<file path="config.mk">
export PLATFORM = sky130hd
export DESIGN_NAME = multi_pulse_seq
export DESIGN_NICKNAME = d
export VERILOG_FILES = /design/src/rtl/multi_pulse_seq.sv
export SDC_FILE = /design/constraint.sdc
export NUM_CORES = 2
export LEC_CHECK = 0
export CORE_ASPECT_RATIO = 0.9
export CORE_MARGIN = 4
export CORE_UTILIZATION = 50
export DETAILED_ROUTE_END_ITERATION = 12
export GPL_TIMING_DRIVEN = 0
export PLACE_DENSITY = 0.73
export SYNTH_ARGS = -nofsm -noshare
export SYNTH_HDL_FRONTEND = slang
export SYNTH_SLANG_ARGS = --single-unit
</file>
<file path="constraint.sdc">
create_clock -name clk_pll -period 5.2 [get_ports clk_pll]
set_clock_uncertainty 0.2 [all_clocks]
set_input_delay 1.04 -clock clk_pll [delete_from_list [all_inputs] [get_ports clk_pll]]
set_output_delay 1.04 -clock clk_pll [all_outputs]
set_load 0.03 [all_outputs]
</file>
<file path="src/rtl/multi_pulse_seq.sv">
// Multi-channel periodic pulse sequencer: one shared cycle counter drives a sync
// pulse and NCH programmable channel windows, with shadowed configuration.
module multi_pulse_seq #(
  parameter int unsigned NCH = 4,
  parameter int unsigned CW  = 32
) (
  input  logic              clk_pll,
  input  logic              reset,
  input  logic [CW-1:0]     period,
  input  logic [CW-1:0]     sync_up,
  input  logic [NCH*CW-1:0] ch_start,
  input  logic [NCH*CW-1:0] ch_width,
  input  logic [NCH-1:0]    ch_alt,
  input  logic [15:0]       n_per,
  input  logic              cfg_load,
  input  logic              start,
  input  logic              stop,
  output logic [NCH-1:0]    ch_out,
  output logic              sync_on,
  output logic              busy,
  output logic              done,
  output logic [15:0]       per_cnt
);

  typedef enum logic [1:0] {IDLE, RUN, DRAIN} state_e;

  typedef struct packed {
    logic [CW-1:0]     period;
    logic [CW-1:0]     sync_up;
    logic [NCH*CW-1:0] ch_start;
    logic [NCH*CW-1:0] ch_width;
    logic [NCH-1:0]    ch_alt;
    logic [15:0]       n_per;
  } cfg_t;

  state_e         state_q, state_d;
  logic [CW-1:0]  cnt_q, cnt_d;
  logic [15:0]    per_cnt_q, per_cnt_d;
  cfg_t           sh_q, sh_d, act_q, act_d, cfg_in;
  logic [NCH-1:0] ch_out_q, ch_out_d, ch_win;
  logic           sync_on_q, sync_on_d, sync_win;
  logic           busy_q, busy_d, done_q, done_d;
  logic [CW-1:0]  eff_period;
  logic           wrap, last_per;

  // Window decode from the active set; cnt never exceeds the period, so windows clamp there.
  always_comb begin
    cfg_in.period   = period;
    cfg_in.sync_up  = sync_up;
    cfg_in.ch_start = ch_start;
    cfg_in.ch_width = ch_width;
    cfg_in.ch_alt   = ch_alt;
    cfg_in.n_per    = n_per;

    eff_period = (act_q.period < CW'(2)) ? CW'(2) : act_q.period;
    wrap       = (state_q != IDLE) && (cnt_q == eff_period - CW'(1));
    last_per   = (act_q.n_per != 16'd0) && ((per_cnt_q + 16'd1) == act_q.n_per);
    sync_win   = (cnt_q < act_q.sync_up);

    ch_win = '0;
    for (int unsigned i = 0; i < NCH; i++) begin
      ch_win[i] = (cnt_q >= act_q.ch_start[i*CW +: CW]) &&
                  ({1'b0, cnt_q} < ({1'b0, act_q.ch_start[i*CW +: CW]} +
                                    {1'b0, act_q.ch_width[i*CW +: CW]})) &&
                  !(act_q.ch_alt[i] && per_cnt_q[0]);
    end
  end

  // Next-state, counters and shadow/active configuration handover.
  always_comb begin
    state_d   = state_q;
    cnt_d     = cnt_q;
    per_cnt_d = per_cnt_q;
    sh_d      = cfg_load ? cfg_in : sh_q;
    act_d     = act_q;
    done_d    = 1'b0;

    case (state_q)
      IDLE: begin
        act_d = sh_d;
        if (start) begin
          state_d   = RUN;
          cnt_d     = '0;
          per_cnt_d = '0;
        end
      end
      RUN, DRAIN: begin
        if (state_q == RUN && stop) state_d = DRAIN;
        if (wrap) begin
          cnt_d     = '0;
          per_cnt_d = per_cnt_q + 16'd1;
          act_d     = sh_d;
          if (last_per || state_q == DRAIN || stop) begin
            state_d = IDLE;
            done_d  = 1'b1;
          end
        end else begin
          cnt_d = cnt_q + CW'(1);
        end
      end
      default: state_d = IDLE;
    endcase

    busy_d    = (state_d != IDLE);
    ch_out_d  = (state_q != IDLE && state_d != IDLE) ? ch_win : '0;
    sync_on_d = (state_q != IDLE && state_d != IDLE) && sync_win;
  end

  always_ff @(posedge clk_pll) begin
    if (reset) begin
      state_q   <= IDLE;
      cnt_q     <= '0;
      per_cnt_q <= '0;
      sh_q      <= '0;
      act_q     <= '0;
      ch_out_q  <= '0;
      sync_on_q <= 1'b0;
      busy_q    <= 1'b0;
      done_q    <= 1'b0;
    end else begin
      state_q   <= state_d;
      cnt_q     <= cnt_d;
      per_cnt_q <= per_cnt_d;
      sh_q      <= sh_d;
      act_q     <= act_d;
      ch_out_q  <= ch_out_d;
      sync_on_q <= sync_on_d;
      busy_q    <= busy_d;
      done_q    <= done_d;
    end
  end

  assign ch_out  = ch_out_q;
  assign sync_on = sync_on_q;
  assign busy    = busy_q;
  assign done    = done_q;
  assign per_cnt = per_cnt_q;

endmodule

</file>
==> impl_metrics.ini <==
[run_status]
status = finished, violations left
violations = max-capacitance violations, max-slew violations

[min_path]
hold_path_end = act_q[19]$_SDFFE_PP0P_
hold_path.startpoint = act_q[19]$_SDFFE_PP0P_
min_path_cells = 2
min_path_type = flop to flop

[layout]
drive_gt1_share_pct = 6.227
fin_nets = 5866
area_growth_pct = 20.82
instances_no_fill = 6206
postLayoutCellArea_sq_um = 48650

[global_route]
grt_max_degree = 16
antenna_found_initial = 7
met3_usage_pct = 4.435
grt_overflow = 0
busiest_layer = met2
grt_use_met2_pct = 46.43
grt_pass1_wl_mm = 193.3
grt_use_total_pct = 28.91
met1_usage_pct = 39.48
grt_pass1_vias = 33820

[drt]
drc_errors = 0
routed_wl_mm = 128.9
vias_per_cell = 5.671
routedWlPerCell_microns = 20.77
ant_nets = 0
routed-via-count = 35200
first_pass_iters = 6
drtIter0Drc = 2950

[logic_synthesis]
synth-compound-area-share_pct = 15.97
ys.flop_type = dfxtp_1
syn_inst = 4627
synthAdderAreaFrac_pct = 13.19
synth_top_family_by_area = simple AND/OR/NAND/NOR gates
synth_mux_area_share_pct = 8.872
post-synth-top-area-fraction_pct = 36.64
ys_top_cells_by_area = dfxtp_1 (37%), ha_1 (13%), mux2i_1 (8.7%), nand2_1 (5.9%), nor2_1 (4.4%)
synth_area_per_cell_sq_um = 8.702
yosys.area.top_type = dfxtp_1
netlist_area_sq_um = 40260
ys_types = 89
yosys_register_bits = 737
synth-xor-area-share_pct = 4.111
netlist_top_cells_count = dfxtp_1 (737), nand2_1 (632), nor2_1 (476), ha_1 (418), mux2i_1 (349)
synth-async-reset-ratio_pct = 0
synth-simple-area-share_pct = 16.29
synth_edf_count = 0
yosysWarnings = 0
synth_nets = 5394
yosysMostFrequentCell = dfxtp_1
yosysSeqAreaShare_pct = 36.64

[setup_path]
r2r_cells = 23
reg2reg_from = act_q[244]$_SDFFE_PP0P_
worst_r2r_endpoint = ch_out[3]$_SDFF_PP0_
crit_required_ns = 5.50
rrSetupSlack_ns = 0.05
path_max_fanout = 4
end_kind = flop
crit_arrival_ns = 5.46
criticalPathCategory = flop to flop
start_kind = flop

[timing]
slew_headroom_pct = -2.247
drv_slew = 38
fin_crit_sh_pct = 99.05
fin_setup_tns_ns = 0
min_period_ns = 5.151
hold_viol_final = 0
setup_viol = 0
max_freq_mhz = 194.1
tightest_slew_ns = 1.534

[power]
power.density_nw_per_um2 = 326.5
ir_worst_vdd_uv = 220.7
leakagePower_nw = 20.94
total_power_mw = 15.88

[floorplan]
fp.dieH_microns = 277.2
start_util_pct = 50.60
core_sq_um = 79580
dieArea_sq_um = 85140
num_io_pins = 368
rows = 98
die_w_microns = 307.1

[cts]
clk_latency_ns = 0.65
hold_buffers = 0
cts_made_buffers = 78
path_clk_slew_ns = 0.06
h-tree-depth = 3
root_buffer = clkbuf_16
clock-sinks = 737
clk_path_buf_depth = 3
cts_tree = built

[job]
drv_cap = 3

[placed_design]
placed_cells = 6042
port_buffers = 365
placed_area_sq_um = 45230
hpwl_mm = 95.27
place.gp.congestion = 0.9473
logic make-up (layout without fill, tap and decap cells):
group	Yosys count	after routing
buffers and inverters	427	955
adder cells (fa/ha/maj)	422	422
other	0	1
flip-flops	737	737
AND/OR/NAND/NOR	1488	1488
AO/OA/AOI/OAI	1009	1009
XOR/XNOR	189	189
multiplexers	355	355
worst max path at each step:
stage	start	end	slack (ns)	depth (start not counted)
floorplan	act_q[116]$_SDFFE_PP0P_	ch_out[3]$_SDFF_PP0_	0.15	22
global placement	act_q[333]$_SDFFE_PP0P_	act_q[70]$_SDFFE_PP0P_	-1.16	17
detailed placement	act_q[323]$_SDFFE_PP0P_	act_q[65]$_SDFFE_PP0P_	-1.17	18
CTS	act_q[148]$_SDFFE_PP0P_	ch_out[0]$_SDFF_PP0_	0.008	19
global route	act_q[244]$_SDFFE_PP0P_	ch_out[3]$_SDFF_PP0_	-0.05	23
finish	act_q[244]$_SDFFE_PP0P_	ch_out[3]$_SDFF_PP0_	0.05	23
sequential cells by signal, indices dropped and copies added (netlist names):
signal,cells
act_q,340
busy,1
ch_out,4
cnt_q,32
done,1
per_cnt,16
sh_q,340
state_q,2
sync_on,1
metrics by stage:
| step | util, % | setup WS, ns | hold slack [ns] |
|---|---|---|---|
| finish | 61.13 | 0.04924 | 0.2540 |
| global route | 61.13 | -0.04870 | 0.2703 |
| CTS | 60.53 | 0.008237 | 0.2561 |
| detailed placement | 56.84 | -1.173 | 0.2462 |
| global placement | 56.84 | -1.156 | 0.2403 |
| floorplan | - | 0.1540 | 0.2251 |
cell usage in the layout (no fill, tap or decap), drive strengths merged, types with 116 or more instances in the layout:
master and n:
dfxtp 737, inv 213, ha 418, buf 116
a21oi 179, o21ai 323, mux2i 350, nor2 477
clkdlybuf4s50 365, clkbuf 235, nand2 633, o31ai 177
repair_timing:
| item | CTS | global route |
|---|---|---|
| pin swaps | 11 | 39 |
| setup endpoints to repair | 397 | 381 |
| gates resized for setup | 48 | 73 |
| setup buffers | 13 | 12 |
| cloned | 0 | 3 |
critical path: stages, from the launching register on:
cell and delay [ns]:
dfxtp_4 0.37, ha_4 0.16, fa_2 0.36, a21o_1 0.20, a21oi_2 0.17, o21ai_2 0.12, a21oi_2 0.22, o211ai_1 0.18
a311oi_2 0.31, buf_4 0.16, o31ai_2 0.07, a21oi_2 0.23, o21bai_1 0.10, xnor2_1 0.15, ha_1 0.31, and3_4 0.18
nand3_2 0.09, or3_4 0.34, or3_4 0.34, o22ai_2 0.17, nor3_1 0.06, o31a_1 0.13, o31ai_2 0.27, nor3_2 0.10
area by class of cell:
type                    instances  area [sq um]
clock buffers                 106          2188
fillers                      6852         30930
multi-input cells            3463         23890
plain buffers                 216          1297
repair buffers                394          3969
inverters                     209         784.5
well taps                    1050          1314
flip-flops and latches        737         14770
clock inverters                30         435.4
diodes                          1         2.502
where the power goes:
group | leakage (nW) | switching, mW | internal, mW
Sequential | 6.06 | 0.267 | 6.08
Combinational | 13.6 | 2.13 | 1.61
Clock | 1.29 | 2.43 | 3.37
layer usage:
| layer | vias up | part of all wire [%] |
|---|---|---|
| li1 | 17230 | - |
| met5 | - | 0.0085 |
| met1 | 16370 | 43 |
| met2 | 1319 | 44 |
| met3 | 274 | 8.5 |
| met4 | 2 | 4.2 |
Note: power is estimated with default switching activity, not from simulation.
